### src/rtl/ocx_dlx_rx_que_if.sv
// Per-lane receive queue bus: gearbox input, control inputs, and queue outputs.
interface ocx_dlx_rx_que_if;
    logic        ctl_que_reset;
    logic [2:0]  ctl_que_lane;
    logic        ctl_que_train_done;
    logic        ctl_que_use_neighbor;
    logic [63:0] ctl_que_lane_scrambler;
    logic        gb_que_valid;
    logic [63:0] gb_que_data;
    logic [63:0] neighbor_in_data;
    logic [63:0] neighbor_out_data;
    logic [63:0] que_flt_data;
    logic        que_flt_valid;
    logic        que_ctl_locked;
    logic        que_ctl_ts1;
    logic        que_ctl_ts2;
    logic        que_ctl_ts3;
    logic [15:0] que_ctl_good_lanes;
    logic        que_ctl_deskew_det;
    logic [18:0] que_ctl_deskew;
    logic        que_ctl_deskew_err;

    // Driver side: control and gearbox, observes queue outputs.
    modport master (
        output ctl_que_reset, ctl_que_lane, ctl_que_train_done, ctl_que_use_neighbor,
               ctl_que_lane_scrambler, gb_que_valid, gb_que_data, neighbor_in_data,
        input  neighbor_out_data, que_flt_data, que_flt_valid, que_ctl_locked,
               que_ctl_ts1, que_ctl_ts2, que_ctl_ts3, que_ctl_good_lanes,
               que_ctl_deskew_det, que_ctl_deskew, que_ctl_deskew_err
    );

    // Queue side.
    modport slave (
        input  ctl_que_reset, ctl_que_lane, ctl_que_train_done, ctl_que_use_neighbor,
               ctl_que_lane_scrambler, gb_que_valid, gb_que_data, neighbor_in_data,
        output neighbor_out_data, que_flt_data, que_flt_valid, que_ctl_locked,
               que_ctl_ts1, que_ctl_ts2, que_ctl_ts3, que_ctl_good_lanes,
               que_ctl_deskew_det, que_ctl_deskew, que_ctl_deskew_err
    );
endinterface

### src/rtl/ocx_dlx_rx_que.sv
// DLX per-lane receive queue: descramble, undo TX bit order, TS lock FSM,
// deskew cadence check, and flit forwarding after training.
module ocx_dlx_rx_que #(
    parameter int unsigned MATCH_CNT = 2,
    parameter int unsigned ERR_LIMIT = 4
) (
    input logic             dlx_clk,
    input logic             dlx_reset,
    ocx_dlx_rx_que_if.slave bus
);
    localparam int unsigned DW = 64;

    typedef enum logic [2:0] {BLK_TS0, BLK_TS1, BLK_TS2, BLK_TS3, BLK_DSK, BLK_UNREC} blk_e;
    typedef enum logic {ST_HUNT, ST_LOCKED} state_e;

    logic [DW-1:0] d_w, f_w, p_w;
    blk_e          blk;
    logic [2:0]    blk_oh;
    logic [2:0]    mcnt_d, miss_d;
    logic          lock_hit, miss_hit;

    state_e        state_q;
    logic [2:0]    cand_q, mcnt_q, miss_q, ts_q;
    logic          locked_q;
    logic [15:0]   good_lanes_q;
    logic [4:0]    dcnt_q;
    logic          seen_q;
    logic          det_q, err_q;
    logic [18:0]   deskew_q;
    logic [DW-1:0] flt_data_q;
    logic          flt_valid_q;

    // Descramble, full bit reversal for flits, per-byte reversal for patterns.
    always_comb begin
        d_w = bus.gb_que_data ^ bus.ctl_que_lane_scrambler;
        for (int i = 0; i < 64; i++) f_w[i] = d_w[63-i];
        for (int j = 0; j < 8; j++)
            for (int k = 0; k < 8; k++) p_w[8*j+k] = d_w[8*j+7-k];
    end

    // Block classification and candidate/miss counter next values.
    always_comb begin
        blk = BLK_UNREC;
        if (p_w == 64'h0)                                      blk = BLK_TS0;
        else if (p_w == 64'h4B4A4A4A4A4A4A4A)                  blk = BLK_TS1;
        else if (p_w[63:16] == 48'h4B4545454545)               blk = BLK_TS2;
        else if (p_w[63:16] == 48'h4B4141414141)               blk = BLK_TS3;
        else if (p_w[63:24] == 40'h4B1E1E1E1E && p_w[4:3] == 2'b00) blk = BLK_DSK;
        blk_oh = 3'b000;
        case (blk)
            BLK_TS1: blk_oh = 3'b001;
            BLK_TS2: blk_oh = 3'b010;
            BLK_TS3: blk_oh = 3'b100;
            default: blk_oh = 3'b000;
        endcase
        if (blk_oh == cand_q) mcnt_d = (mcnt_q == 3'd7) ? mcnt_q : mcnt_q + 3'd1;
        else                  mcnt_d = 3'd1;
        miss_d   = (miss_q == 3'd7) ? miss_q : miss_q + 3'd1;
        lock_hit = (mcnt_d >= 3'(MATCH_CNT));
        miss_hit = (miss_d >= 3'(ERR_LIMIT));
    end

    // Lock FSM, deskew checker and flit output register.
    always_ff @(posedge dlx_clk or posedge dlx_reset) begin
        if (dlx_reset) begin
            state_q <= ST_HUNT;  cand_q <= '0;   mcnt_q <= '0;  miss_q <= '0;
            ts_q <= '0;          locked_q <= 1'b0; good_lanes_q <= '0;
            dcnt_q <= '0;        seen_q <= 1'b0; det_q <= 1'b0; err_q <= 1'b0;
            deskew_q <= '0;      flt_data_q <= '0; flt_valid_q <= 1'b0;
        end else if (bus.ctl_que_reset) begin
            state_q <= ST_HUNT;  cand_q <= '0;   mcnt_q <= '0;  miss_q <= '0;
            ts_q <= '0;          locked_q <= 1'b0; good_lanes_q <= '0;
            dcnt_q <= '0;        seen_q <= 1'b0; det_q <= 1'b0; err_q <= 1'b0;
            deskew_q <= '0;      flt_data_q <= '0; flt_valid_q <= 1'b0;
        end else begin
            det_q       <= 1'b0;
            err_q       <= 1'b0;
            flt_valid_q <= bus.ctl_que_train_done & bus.gb_que_valid;
            if (bus.gb_que_valid) begin
                if (bus.ctl_que_train_done) begin
                    flt_data_q <= bus.ctl_que_use_neighbor ? bus.neighbor_in_data : f_w;
                end else begin
                    if (blk == BLK_DSK) begin
                        det_q    <= 1'b1;
                        deskew_q <= p_w[23:5];
                        err_q    <= (p_w[2:0] != bus.ctl_que_lane) || (seen_q && dcnt_q != 5'd31);
                        dcnt_q   <= '0;
                        seen_q   <= 1'b1;
                    end else if (dcnt_q != 5'd31) begin
                        dcnt_q <= dcnt_q + 5'd1;
                    end

                    if (state_q == ST_LOCKED && blk_oh != 3'b000 && blk_oh == ts_q) begin
                        miss_q <= '0;
                        mcnt_q <= '0;
                        if (!blk_oh[0]) good_lanes_q <= p_w[15:0];
                    end else if (blk_oh != 3'b000) begin
                        cand_q <= blk_oh;
                        mcnt_q <= mcnt_d;
                        if (lock_hit) begin
                            state_q  <= ST_LOCKED;
                            locked_q <= 1'b1;
                            ts_q     <= blk_oh;
                            miss_q   <= '0;
                            mcnt_q   <= '0;
                            if (!blk_oh[0]) good_lanes_q <= p_w[15:0];
                        end
                    end else if (blk != BLK_DSK) begin
                        mcnt_q <= '0;
                        if (state_q == ST_LOCKED) begin
                            if (miss_hit) begin
                                state_q  <= ST_HUNT;
                                locked_q <= 1'b0;
                                ts_q     <= '0;
                                miss_q   <= '0;
                            end else begin
                                miss_q <= miss_d;
                            end
                        end
                    end
                end
            end
        end
    end

    assign bus.neighbor_out_data  = f_w;
    assign bus.que_flt_data       = flt_data_q;
    assign bus.que_flt_valid      = flt_valid_q;
    assign bus.que_ctl_locked     = locked_q;
    assign bus.que_ctl_ts1        = ts_q[0];
    assign bus.que_ctl_ts2        = ts_q[1];
    assign bus.que_ctl_ts3        = ts_q[2];
    assign bus.que_ctl_good_lanes = good_lanes_q;
    assign bus.que_ctl_deskew_det = det_q;
    assign bus.que_ctl_deskew     = deskew_q;
    assign bus.que_ctl_deskew_err = err_q;
endmodule

### src/flat_wrapper.sv
// flat-port wrapper written by rule: the top's interface ports become plain ports
module ocx_dlx_rx_que_flat 
#(
    parameter int unsigned MATCH_CNT = 2,
    parameter int unsigned ERR_LIMIT = 4
)
  (dlx_clk, dlx_reset, bus_ctl_que_reset, bus_ctl_que_lane, bus_ctl_que_train_done, bus_ctl_que_use_neighbor, bus_ctl_que_lane_scrambler, bus_gb_que_valid, bus_gb_que_data, bus_neighbor_in_data, bus_neighbor_out_data, bus_que_flt_data, bus_que_flt_valid, bus_que_ctl_locked, bus_que_ctl_ts1, bus_que_ctl_ts2, bus_que_ctl_ts3, bus_que_ctl_good_lanes, bus_que_ctl_deskew_det, bus_que_ctl_deskew, bus_que_ctl_deskew_err);
  ocx_dlx_rx_que_if bus_i ();
  input logic dlx_clk;
  input logic dlx_reset;
  input wire logic [$bits(bus_i.ctl_que_reset)-1:0] bus_ctl_que_reset;
  input wire logic [$bits(bus_i.ctl_que_lane)-1:0] bus_ctl_que_lane;
  input wire logic [$bits(bus_i.ctl_que_train_done)-1:0] bus_ctl_que_train_done;
  input wire logic [$bits(bus_i.ctl_que_use_neighbor)-1:0] bus_ctl_que_use_neighbor;
  input wire logic [$bits(bus_i.ctl_que_lane_scrambler)-1:0] bus_ctl_que_lane_scrambler;
  input wire logic [$bits(bus_i.gb_que_valid)-1:0] bus_gb_que_valid;
  input wire logic [$bits(bus_i.gb_que_data)-1:0] bus_gb_que_data;
  input wire logic [$bits(bus_i.neighbor_in_data)-1:0] bus_neighbor_in_data;
  output wire logic [$bits(bus_i.neighbor_out_data)-1:0] bus_neighbor_out_data;
  output wire logic [$bits(bus_i.que_flt_data)-1:0] bus_que_flt_data;
  output wire logic [$bits(bus_i.que_flt_valid)-1:0] bus_que_flt_valid;
  output wire logic [$bits(bus_i.que_ctl_locked)-1:0] bus_que_ctl_locked;
  output wire logic [$bits(bus_i.que_ctl_ts1)-1:0] bus_que_ctl_ts1;
  output wire logic [$bits(bus_i.que_ctl_ts2)-1:0] bus_que_ctl_ts2;
  output wire logic [$bits(bus_i.que_ctl_ts3)-1:0] bus_que_ctl_ts3;
  output wire logic [$bits(bus_i.que_ctl_good_lanes)-1:0] bus_que_ctl_good_lanes;
  output wire logic [$bits(bus_i.que_ctl_deskew_det)-1:0] bus_que_ctl_deskew_det;
  output wire logic [$bits(bus_i.que_ctl_deskew)-1:0] bus_que_ctl_deskew;
  output wire logic [$bits(bus_i.que_ctl_deskew_err)-1:0] bus_que_ctl_deskew_err;
  assign bus_i.ctl_que_reset = bus_ctl_que_reset;
  assign bus_i.ctl_que_lane = bus_ctl_que_lane;
  assign bus_i.ctl_que_train_done = bus_ctl_que_train_done;
  assign bus_i.ctl_que_use_neighbor = bus_ctl_que_use_neighbor;
  assign bus_i.ctl_que_lane_scrambler = bus_ctl_que_lane_scrambler;
  assign bus_i.gb_que_valid = bus_gb_que_valid;
  assign bus_i.gb_que_data = bus_gb_que_data;
  assign bus_i.neighbor_in_data = bus_neighbor_in_data;
  assign bus_neighbor_out_data = bus_i.neighbor_out_data;
  assign bus_que_flt_data = bus_i.que_flt_data;
  assign bus_que_flt_valid = bus_i.que_flt_valid;
  assign bus_que_ctl_locked = bus_i.que_ctl_locked;
  assign bus_que_ctl_ts1 = bus_i.que_ctl_ts1;
  assign bus_que_ctl_ts2 = bus_i.que_ctl_ts2;
  assign bus_que_ctl_ts3 = bus_i.que_ctl_ts3;
  assign bus_que_ctl_good_lanes = bus_i.que_ctl_good_lanes;
  assign bus_que_ctl_deskew_det = bus_i.que_ctl_deskew_det;
  assign bus_que_ctl_deskew = bus_i.que_ctl_deskew;
  assign bus_que_ctl_deskew_err = bus_i.que_ctl_deskew_err;
  ocx_dlx_rx_que #(.MATCH_CNT(MATCH_CNT), .ERR_LIMIT(ERR_LIMIT)) u_core (.dlx_clk(dlx_clk), .dlx_reset(dlx_reset), .bus(bus_i));
endmodule
### config.mk
export PLATFORM = sky130hd
export DESIGN_NAME = ocx_dlx_rx_que_flat
export DESIGN_NICKNAME = d
export VERILOG_FILES = /design/src/rtl/ocx_dlx_rx_que_if.sv /design/src/rtl/ocx_dlx_rx_que.sv /design/src/flat_wrapper.sv
export SDC_FILE = /design/constraint.sdc
export NUM_CORES = 1
export LEC_CHECK = 0
export ABC_CLOCK_PERIOD_IN_PS = 3950
export BUFFER_PORTS_ARGS = -buffer_cell sky130_fd_sc_hd__buf_4
export CAP_MARGIN = 20
export CORE_AREA = 8 8 138 140
export CTS_CLUSTER_DIAMETER = 60
export DETAILED_ROUTE_END_ITERATION = 8
export DIE_AREA = 0 0 146 148
export PLACE_DENSITY = 0.76
export SYNTH_ARGS = -nofsm -noshare
export SYNTH_HDL_FRONTEND = slang
export SYNTH_SLANG_ARGS = --single-unit
### constraint.sdc
create_clock -name dlx_clk -period 3.95 [get_ports dlx_clk]
set_clock_uncertainty 0.05 [all_clocks]
set_input_delay 0.395 -clock dlx_clk [delete_from_list [all_inputs] [get_ports dlx_clk]]
set_output_delay 0.395 -clock dlx_clk [all_outputs]
set_load 0.01 [all_outputs]
==> flow_summary.ini, run 1 <==
[critical_path]
rr_endpoint = u_core.bus.que_ctl_good_lanes[4]
reg2reg_depth = 8
arrival_ps = 3680
crit_family = simple AND/OR/NAND/NOR gates
cp-end-kind = register
max_stage_delay_ps = 810
slowest_stage = xnor2_1
path_class = in -> reg
crit_fanout = 31
rrSetupSlack_ps = 1540
startpoint_type = input pin
path_buf_inv = 2
regToRegStartpoint = u_core.ts_q[2]
cp_cell_sequence = buf_4 > xnor2_1 > nand4_1 > nor4_2 > nand3_2 > o2bb2ai_2 > nand4_2 > a2111oi_4 > buf_12 > mux2i_1 > nor2_1
critPathRequiredTime_ps = 4180

[clocking]
clockBufferDepth = 2
hold_buffers = 0
cts_resized = 0
postCtsSetupRepairBufs = 0
path_clk_slew_ps = 60
cts-htree-levels = 4
cts_made_buffers = 17
root_buffer = clkbuf_16
clk_latency_ps = 420
clkSinkCount = 122
cts_tree = yes

[sta]
finalSetupViolations = 0
max_slew.worst_pin.slew_ps = 1030
final_max_slew_viol_count = 0
period_share = 0.874
period_needed_ps = 3450
fmax_mhz = 290
tns_ps = 0
hold_viol_final = 0
maxSlewHeadroom = 0.310
rsz0062_at_grt = false

[synth]
synthFlopType = dfrtp_1
synth.distinct_cells = 56
ys_seq_elements = 122
synth_cells = 727
synth_most_common_cell = dfrtp_1
synth_seq_area_share = 0.460
synth_commonest_cells = dfrtp_1, nand2_1, o21ai_0
yosysWarnings = 0
synth_top_area_cell = dfrtp_1
synth_fp_nets = 932
syn_area_mm2 = 0.00664
synthArstFlopShare = 1.00
syn_area_per_cell_um2 = 9.13
synth_area_leaders = dfrtp_1, o21ai_0, nand2_1
synth-edff-count = 0
synthDominantCellAreaShare = 0.460

[cells_and_area]
n_antenna_cell = 0
syn_to_final_growth_pct = 57.6
post_layout_nonfiller_instances = 1348
nets = 1316
fin_util = 0.618
drive_above_1_share = 0.431
fillers = 1501

[drt]
ant_nets = 0
dr.pass1.iters = 5
drt_iter0_drc = 482
via_per_inst = 5.17
wl_per_cell_um = 21.5
vias = 6968
drt_wl_total_um = 29000
drc = 0

[power_and_ir_drop]
ir_drop_v = 0.000304
pwr-share-seq = 0.342
clkPwrFrac = 0.432
p_per_area_mw_per_mm2 = 370
power_frac_comb = 0.226
power_leakage_nw = 5.27
switching_share = 0.271
p_int_mw = 2.82
p_switching_mw = 1.05

[grt]
grt_pass1_vias = 7058
grt_usage = 0.260
grt_pass1_wl_um = 43000
grt_start_max_net_pins = 66
antenna_found_initial = 0
overflow = 0

[floorplan]
ios = 371
fp.dieH_um = 148
die-area_mm2 = 0.0216
start_util = 0.392
coreArea_mm2 = 0.0169
rows = 48
dieWidth_um = 146

[min_path]
hold_class = in -> async

[placed_design]
gp_congestion = 0.911
hpwl_um = 23100
dp.cells = 1317
port-buffer-count = 370

[outcome]
status = complete, no violations

[job]
drv_cap = 0
## cell type report
type	instances	area [um^2]	area share
clock buffers	23	488	0.0467
flip-flops and latches	122	3050	0.292
well taps	225	282	0.0269
multi-input cells	517	3250	0.311
repair buffers	402	3060	0.292
inverters	51	194	0.0185
clock inverters	8	140	0.0134
## cell usage in the layout (no fill, tap or decap), types with 2 or more instances in the layout
| cell type | netlist | layout |
|---|---|---|
| xnor2_2 | 7 | 7 |
| clkbuf_8 | 0 | 4 |
| clkinv_2 | 0 | 4 |
| nor3b_1 | 3 | 3 |
| inv_2 | 2 | 2 |
| a21oi_1 | 52 | 51 |
| nor4_1 | 10 | 10 |
| buf_12 | 0 | 3 |
| nor3_1 | 7 | 7 |
| nand4_1 | 12 | 12 |
| xnor2_1 | 39 | 39 |
| a21o_1 | 3 | 3 |
| o31ai_1 | 12 | 12 |
| ha_1 | 4 | 4 |
| o21ai_0 | 79 | 79 |
| xor2_1 | 23 | 23 |
| inv_1 | 49 | 48 |
| a211oi_2 | 16 | 16 |
| nand3b_1 | 3 | 3 |
| nand2_1 | 96 | 96 |
| nand3_1 | 4 | 4 |
| mux2i_1 | 25 | 25 |
| clkbuf_16 | 0 | 17 |
| nor2_2 | 15 | 16 |
| or3_1 | 3 | 3 |
| o21bai_1 | 2 | 2 |
| nor4_2 | 2 | 2 |
| o2bb2ai_1 | 2 | 2 |
| nor2b_1 | 2 | 2 |
| and3_1 | 2 | 2 |
| nor2_1 | 62 | 61 |
| clkbuf_1 | 31 | 2 |
| dfrtp_1 | 122 | 122 |
| nand2b_1 | 4 | 4 |
| or4_1 | 3 | 3 |
| bufinv_16 | 0 | 4 |
| o211ai_1 | 2 | 2 |
| and2_1 | 3 | 3 |
| buf_4 | 1 | 399 |
## worst max-delay path by stage
stage               cells past startpoint                      startpoint  slack [ps]                               end
CTS                                    11  bus_ctl_que_lane_scrambler[22]         550  u_core.bus.que_ctl_good_lanes[4]
global route                           11  bus_ctl_que_lane_scrambler[22]         320  u_core.bus.que_ctl_good_lanes[4]
finish                                 11  bus_ctl_que_lane_scrambler[22]         500  u_core.bus.que_ctl_good_lanes[4]
global placement                       11  bus_ctl_que_lane_scrambler[22]         150  u_core.bus.que_ctl_good_lanes[4]
detailed placement                     11  bus_ctl_que_lane_scrambler[22]         100  u_core.bus.que_ctl_good_lanes[4]
floorplan                               1                       dlx_reset         260      u_core.bus.que_ctl_deskew[0]
## power by group through the flow
stage               Clock [mW]  Combinational [mW]  Sequential [mW]
finish                    1.67               0.875             1.33
global route              1.74               0.934             1.33
CTS                       1.69               0.881             1.33
detailed placement           0               0.878             1.35
global placement             0               0.869             1.35
floorplan                    0               0.316             1.37
## per-stage QoR
| stage | power (mW) | cell area, um^2 | hold WS [ps] | worst slack [ps] |
|---|---|---|---|---|
| 5_1_grt | 4.01 | 10500 | 141 | 324 |
| 6_report | 3.88 | 10500 | 82.9 | 499 |
| 3_5_place_dp | 2.23 | 9830 | 422 | 98.6 |
| 4_1_cts | 3.90 | 10500 | 103 | 552 |
| 2_1_floorplan | 1.68 | 6640 | 396 | 262 |
| 3_3_place_gp | 2.21 | 9830 | 410 | 145 |
## per-layer routing
metal / vias up / GRT usage / wire [um]
li1: 3247 / - / -
met1: 3297 / 0.312 / 11400
met2: 364 / 0.420 / 13900
met3: 60 / 0.0835 / 2650
met4: 0 / 0.117 / 1050
met5: - / 0 / 0
## kinds of logic after synthesis
kind of cell / count (synthesis) / synth area share
simple gates: 242 / 0.175
compound gates: 176 / 0.166
flops: 122 / 0.460
buf+inv: 88 / 0.0526
xor+xnor: 69 / 0.0990
mux: 26 / 0.0394
fa+ha+maj: 4 / 0.00754
## registers in the layout, summed over array words and instances (netlist names)
signal,flops
u_core.bus.que_ctl_deskew,19
u_core.bus.que_ctl_deskew_det,1
u_core.bus.que_ctl_deskew_err,1
u_core.bus.que_ctl_good_lanes,16
u_core.bus.que_ctl_locked,1
u_core.bus.que_flt_data,64
u_core.bus.que_flt_valid,1
u_core.cand_q,3
u_core.dcnt_q,5
u_core.mcnt_q,3
u_core.miss_q,3
u_core.seen_q,1
u_core.state_q,1
u_core.ts_q,3
Power figures use the tool's default switching activity.
==> run 2: changes to the inputs <==
Settings changed: ABC_AREA set to 1, ABC_CLOCK_PERIOD_IN_PS 3950 to 3700, CORE_AREA 8 8 138 140 to 8 8 143 145, DIE_AREA 0 0 146 148 to 0 0 151 153, HOLD_SLACK_MARGIN set to 0.12, PLACE_DENSITY 0.76 to 0.84.
Clock period 3.95 ns to 3.7 ns, I/O delays scaled along.
==> run 2 against run 1 <==
Routed wire length grew 15%. Sequential power grew 11%. Via count grew 44%. Final cell count grew 45%. Largest power group unchanged. First-iteration DRC count grew 33%. Sequential share of layout area shrank 4.4 points. Critical path type unchanged. Highest routed layer unchanged. Worst setup slack gained 750 ps. Sequential cell count is the same. Combinational power grew 25%.
==> flow_summary.ini, run 2 <==
[outcome]
status = complete, no violations

[clocking]
hold_buffers = 0
cts-htree-levels = 4
clkSinkCount = 122
path_clk_slew_ps = 60
postCtsSetupRepairBufs = 0
cts_made_buffers = 17
root_buffer = clkbuf_16
clk_latency_ps = 420
cts_resized = 0
cts_tree = yes
clockBufferDepth = 2

[floorplan]
ios = 371
coreArea_mm2 = 0.0183
rows = 50
dieWidth_um = 151
start_util = 0.477
fp.dieH_um = 153
die-area_mm2 = 0.0231

[grt]
grt_start_max_net_pins = 94
grt_pass1_vias = 10200
grt_pass1_wl_um = 52400
grt_usage = 0.285
antenna_found_initial = 0
overflow = 0

[critical_path]
slowest_stage = nand2_4
arrival_ps = 2750
critPathRequiredTime_ps = 3990
startpoint_type = input pin
crit_top_cell = nand2_1
path_class = in -> reg
max_stage_delay_ps = 410
cp-end-kind = register
cp_cell_sequence = buf_4 > nand2_1 > nand2_1 > nor2_1 > nand2_1 > nor2_1 > nand2_1 > nor2_4 > nand2_4 > nand2_1 > nand2_1 > nand4_4 > nand3_2 > nand2_4 > nand2_1 > o21ai_2
crit_fanout = 31

[synth]
synthArstFlopShare = 1.00
ys_seq_elements = 122
synth_top_area_cell = dfrtp_1
synth_commonest_cells = nand2_1, inv_1, dfrtp_1
synth_most_common_cell = nand2_1
synth_cells = 1356
synth.distinct_cells = 39
synth-edff-count = 0
synth_fp_nets = 1561
synth_seq_area_share = 0.350
synthDominantCellAreaShare = 0.350
yosysWarnings = 0
syn_area_per_cell_um2 = 6.43
synth_area_leaders = dfrtp_1, nand2_1, inv_1
syn_area_mm2 = 0.00871
synthFlopType = dfrtp_1

[sta]
period_share = 0.662
finalSetupViolations = 0
hold_viol_final = 0
maxSlewHeadroom = 0.387
rsz0062_at_grt = false
max_slew.worst_pin.slew_ps = 920
tns_ps = 0
final_max_slew_viol_count = 0
period_needed_ps = 2450
fmax_mhz = 408

[job]
drv_cap = 0

[drt]
drc = 0
dr.pass1.iters = 4
wl_per_cell_um = 17.0
ant_nets = 0
drt_wl_total_um = 33300
drt_iter0_drc = 640
via_per_inst = 5.13
vias = 10000

[cells_and_area]
largest_reg_flops = 64
syn_to_final_growth_pct = 41.1
layout_common_cells = nand2_1, buf_4, inv_1, dfrtp_1, nor2_1
drive_above_1_share = 0.318
n_antenna_cell = 0
fin_util = 0.673
final_common_cell = nand2_1
nets = 1917

[power_and_ir_drop]
p_per_area_mw_per_mm2 = 350
power.total_mw = 4.30
power_leakage_nw = 7.30
ir_drop_v = 0.000316

[placed_design]
hpwl_um = 26600
port-buffer-count = 370
gp_congestion = 0.901

[min_path]
hold_class = in -> async
==> run 2: worst paths after layout <==
| path | start | end | slack, ps | cells past startpoint |
|---|---|---|---|---|
| max in group asynchronous | dlx_reset | u_core.bus.que_flt_data[62] | 2670 | 3 |
| min in group dlx_clk | bus_ctl_que_train_done | u_core.bus.que_flt_valid | 170 | 3 |
| hold reg to reg | u_core.bus.que_ctl_locked | u_core.bus.que_ctl_locked | 420 | 2 |
| setup reg to reg | u_core.mcnt_q[0] | u_core.bus.que_ctl_good_lanes[15] | 1760 | 8 |
| setup / recovery | bus_gb_que_data[52] | u_core.bus.que_ctl_good_lanes[15] | 1250 | 16 |
| hold / removal | dlx_reset | u_core.bus.que_flt_data[39] | 90 | 2 |
==> run 2: final cells by class <==
type	instances	area (um^2)
Fill cell	1609	5970
Multi-Input combinational cell	935	4520
Sequential cell	122	3050
Timing Repair Buffer	380	2870
Inverter	256	966
Clock buffer	17	425
Tap cell	234	293
Clock inverter	15	174
==> run 2: power by group <==
part,leakage [nW],switching (mW),internal (mW)
Sequential,1.65,0.0608,1.42
Combinational,5.36,0.631,0.462
Clock,0.289,0.702,1.02
==> run 2: logic make-up (layout without fill, tap and decap cells) <==
kind of cell | Yosys count | in the layout | synth area share
buf+inv | 299 | 668 | 0.132
flops | 122 | 122 | 0.350
xor+xnor | 8 | 8 | 0.00804
compound gates | 190 | 190 | 0.122
simple gates | 733 | 733 | 0.383
fa+ha+maj | 4 | 4 | 0.00574
==> run 2: metrics by stage <==
stage	setup slack, ps	hold slack [ps]	instances	area [um^2]
after floorplan	37.5	396	1356	8710
after CTS	1270	121	1959	12300
after detailed placement	875	415	1927	11700
after global placement	891	414	1927	11700
final	1250	88.5	1959	12300
after global routing	1050	153	1959	12300
==> run 2: critical path: cells and delay by family <==
family | cells | cell delay [ps]
buffers and inverters | 1 | 110
and+or+nand+nor | 14 | 2130
AOI/OAI and AO/OA | 1 | 80
==> run 2: metal layers <==
layer	global-route usage	part of all wire	routed length, um	vias up
met2	0.487	0.50	16500	479
met4	0.109	0.029	980	0
li1	-	-	-	4878
met1	0.325	0.37	12200	4620
met5	0	0	0	-
met3	0.0889	0.11	3610	70
==> run 3: changes to the inputs <==
Settings changed: ABC_CLOCK_PERIOD_IN_PS 3700 to 2400.
Clock period 3.7 ns to 2.4 ns, I/O delays scaled along.
==> run 3 against run 2 <==
Register-to-register slack lost 1100 ps. Count of clock-buffer cells in the layout is the same. Highest routed layer unchanged. Worst setup slack lost 1100 ps. Die area is the same. Combinational power grew 69%. Final cell count grew 4.0%. Largest power group unchanged.
==> flow_summary.ini, run 3 (synthesis gave the netlist of run 2 again) <==
[drt]
drt_iter0_drc = 661
dr.pass1.iters = 7
ant_nets = 0
drt_wl_total_um = 35500
drc = 0
via_per_inst = 5.20
vias = 10600
wl_per_cell_um = 17.4

[sta]
maxSlewHeadroom = 0.504
max_slew.worst_pin.slew_ps = 745
fmax_mhz = 435
hold_viol_final = 0
period_share = 0.958
period_needed_ps = 2300
hold_slack_ps = 137
final_max_slew_viol_count = 0
finalSetupViolations = 0

[clocking]
root_buffer = clkbuf_16
clkSinkCount = 122
cts_made_buffers = 17
clk_latency_ps = 420
cts_tree = yes
cts-htree-levels = 4
clockBufferDepth = 2
path_clk_slew_ps = 60

[critical_path]
rrSetupSlack_ps = 650
cp-end-kind = register
crit_fanout = 6
startpoint_type = input pin
path_class = in -> reg
arrival_ps = 2550
critPathRequiredTime_ps = 2650

[cells_and_area]
largest_reg_flops = 64
layout_common_cells = nand2_1, buf_4, inv_1, dfrtp_1, nor2_1
drive_above_1_share = 0.323
syn_to_final_growth_pct = 51.0
nets = 1996
final_common_cell = nand2_1
final_area_mm2 = 0.0132
n_antenna_cell = 0

[power_and_ir_drop]
ir_drop_v = 0.000495
power_leakage_nw = 7.68
p_per_area_mw_per_mm2 = 505

[floorplan]
coreArea_mm2 = 0.0183
die-area_mm2 = 0.0231
ios = 371
rows = 50
start_util = 0.477
fp.dieH_um = 153
dieWidth_um = 151

[placed_design]
hpwl_um = 27100
port-buffer-count = 370
gp_congestion = 0.922
place_area_mm2 = 0.0119

[grt]
grt_pass1_vias = 10700
overflow = 0
antenna_found_initial = 0
grt_pass1_wl_um = 55000
grt_start_max_net_pins = 123
grt_usage = 0.301

[outcome]
status = complete, no violations

[min_path]
hold_class = in -> reg

[job]
drv_cap = 0
==> run 3: changes by cell type in the layout (fill, tap and decap cells not counted), sizes merged <==
cell and delta:
dlygate4sd3 +50, clkbuf +2, inv -3, clkinv +2, buf +27, clkinvlp +3
bufinv -2
==> run 3: final timing paths <==
check,startpoint,end,cells after the start
max,bus_gb_que_data[26],u_core.cand_q[2],19
min,bus_neighbor_in_data[2],u_core.bus.que_flt_data[2],5
max reg2reg,u_core.dcnt_q[1],u_core.dcnt_q[3],8
min reg2reg,u_core.bus.que_ctl_deskew[5],u_core.bus.que_ctl_deskew[5],2
max in group asynchronous,dlx_reset,u_core.bus.que_flt_data[8],4
min in group asynchronous,dlx_reset,u_core.bus.que_flt_data[40],4
==> run 3: layout make-up <==
class / instances / area (um^2)
clock buffers: 17 / 425
clock inverters: 15 / 154
inverters: 256 / 970
fillers: 1414 / 5110
flip-flops and latches: 122 / 3050
repair buffers: 459 / 3680
well taps: 234 / 293
multi-input cells: 935 / 4580
==> run 3: per-stage QoR <==
stage | instances | utilization | total power [mW] | TNS, ps | worst slack (ps)
finish | 2038 | 0.720 | 6.64 | 0 | 100
global route | 2038 | 0.720 | 6.94 | -238 | -63.8
CTS | 2033 | 0.713 | 6.65 | 0 | 23.0
detailed placement | 1951 | 0.653 | 4.06 | 0 | 8.88
global placement | 1951 | 0.653 | 4.01 | 0 | 16.1
floorplan | 1356 | - | 3.11 | 0 | 499
==> run 3: what timing repair did <==
action / in CTS / in global routing
setup buffers: 0 / 4
setup endpoints to repair: 0 / 23
hold buffers: 50 / 0
endpoints found under the hold margin: 168 / 0
resized for setup: 0 / 14
==> run 3: report_power, final <==
group	internal, mW	switching (mW)
clock network	1.38	1.13
logic	0.821	1.02
registers	2.19	0.0986
==> run 3: critical path: stages <==
cell	delay [ps]
dlygate4sd3_1	630
nand2_1	130
nand2_4	100
nand2_4	70
inv_1	60
nand2_1	50
nor2_2	120
nand2_2	80
nor2_4	140
nand2_4	90
nand2_4	60
nand2_2	60
nor2_4	120
nand3_2	80
nor2_1	150
nor2_1	70
buf_4	160
nand2_1	50
o21ai_0	80
==> run 3: routing by layer <==
metal | track usage | part of all wire | routed length [um] | up-vias
li1 | - | - | - | 5038
met5 | 0 | 0 | 0 | -
met3 | 0.0788 | 0.099 | 3500 | 112
met1 | 0.342 | 0.37 | 13100 | 4906
met4 | 0.162 | 0.050 | 1760 | 0
met2 | 0.503 | 0.48 | 17100 | 533
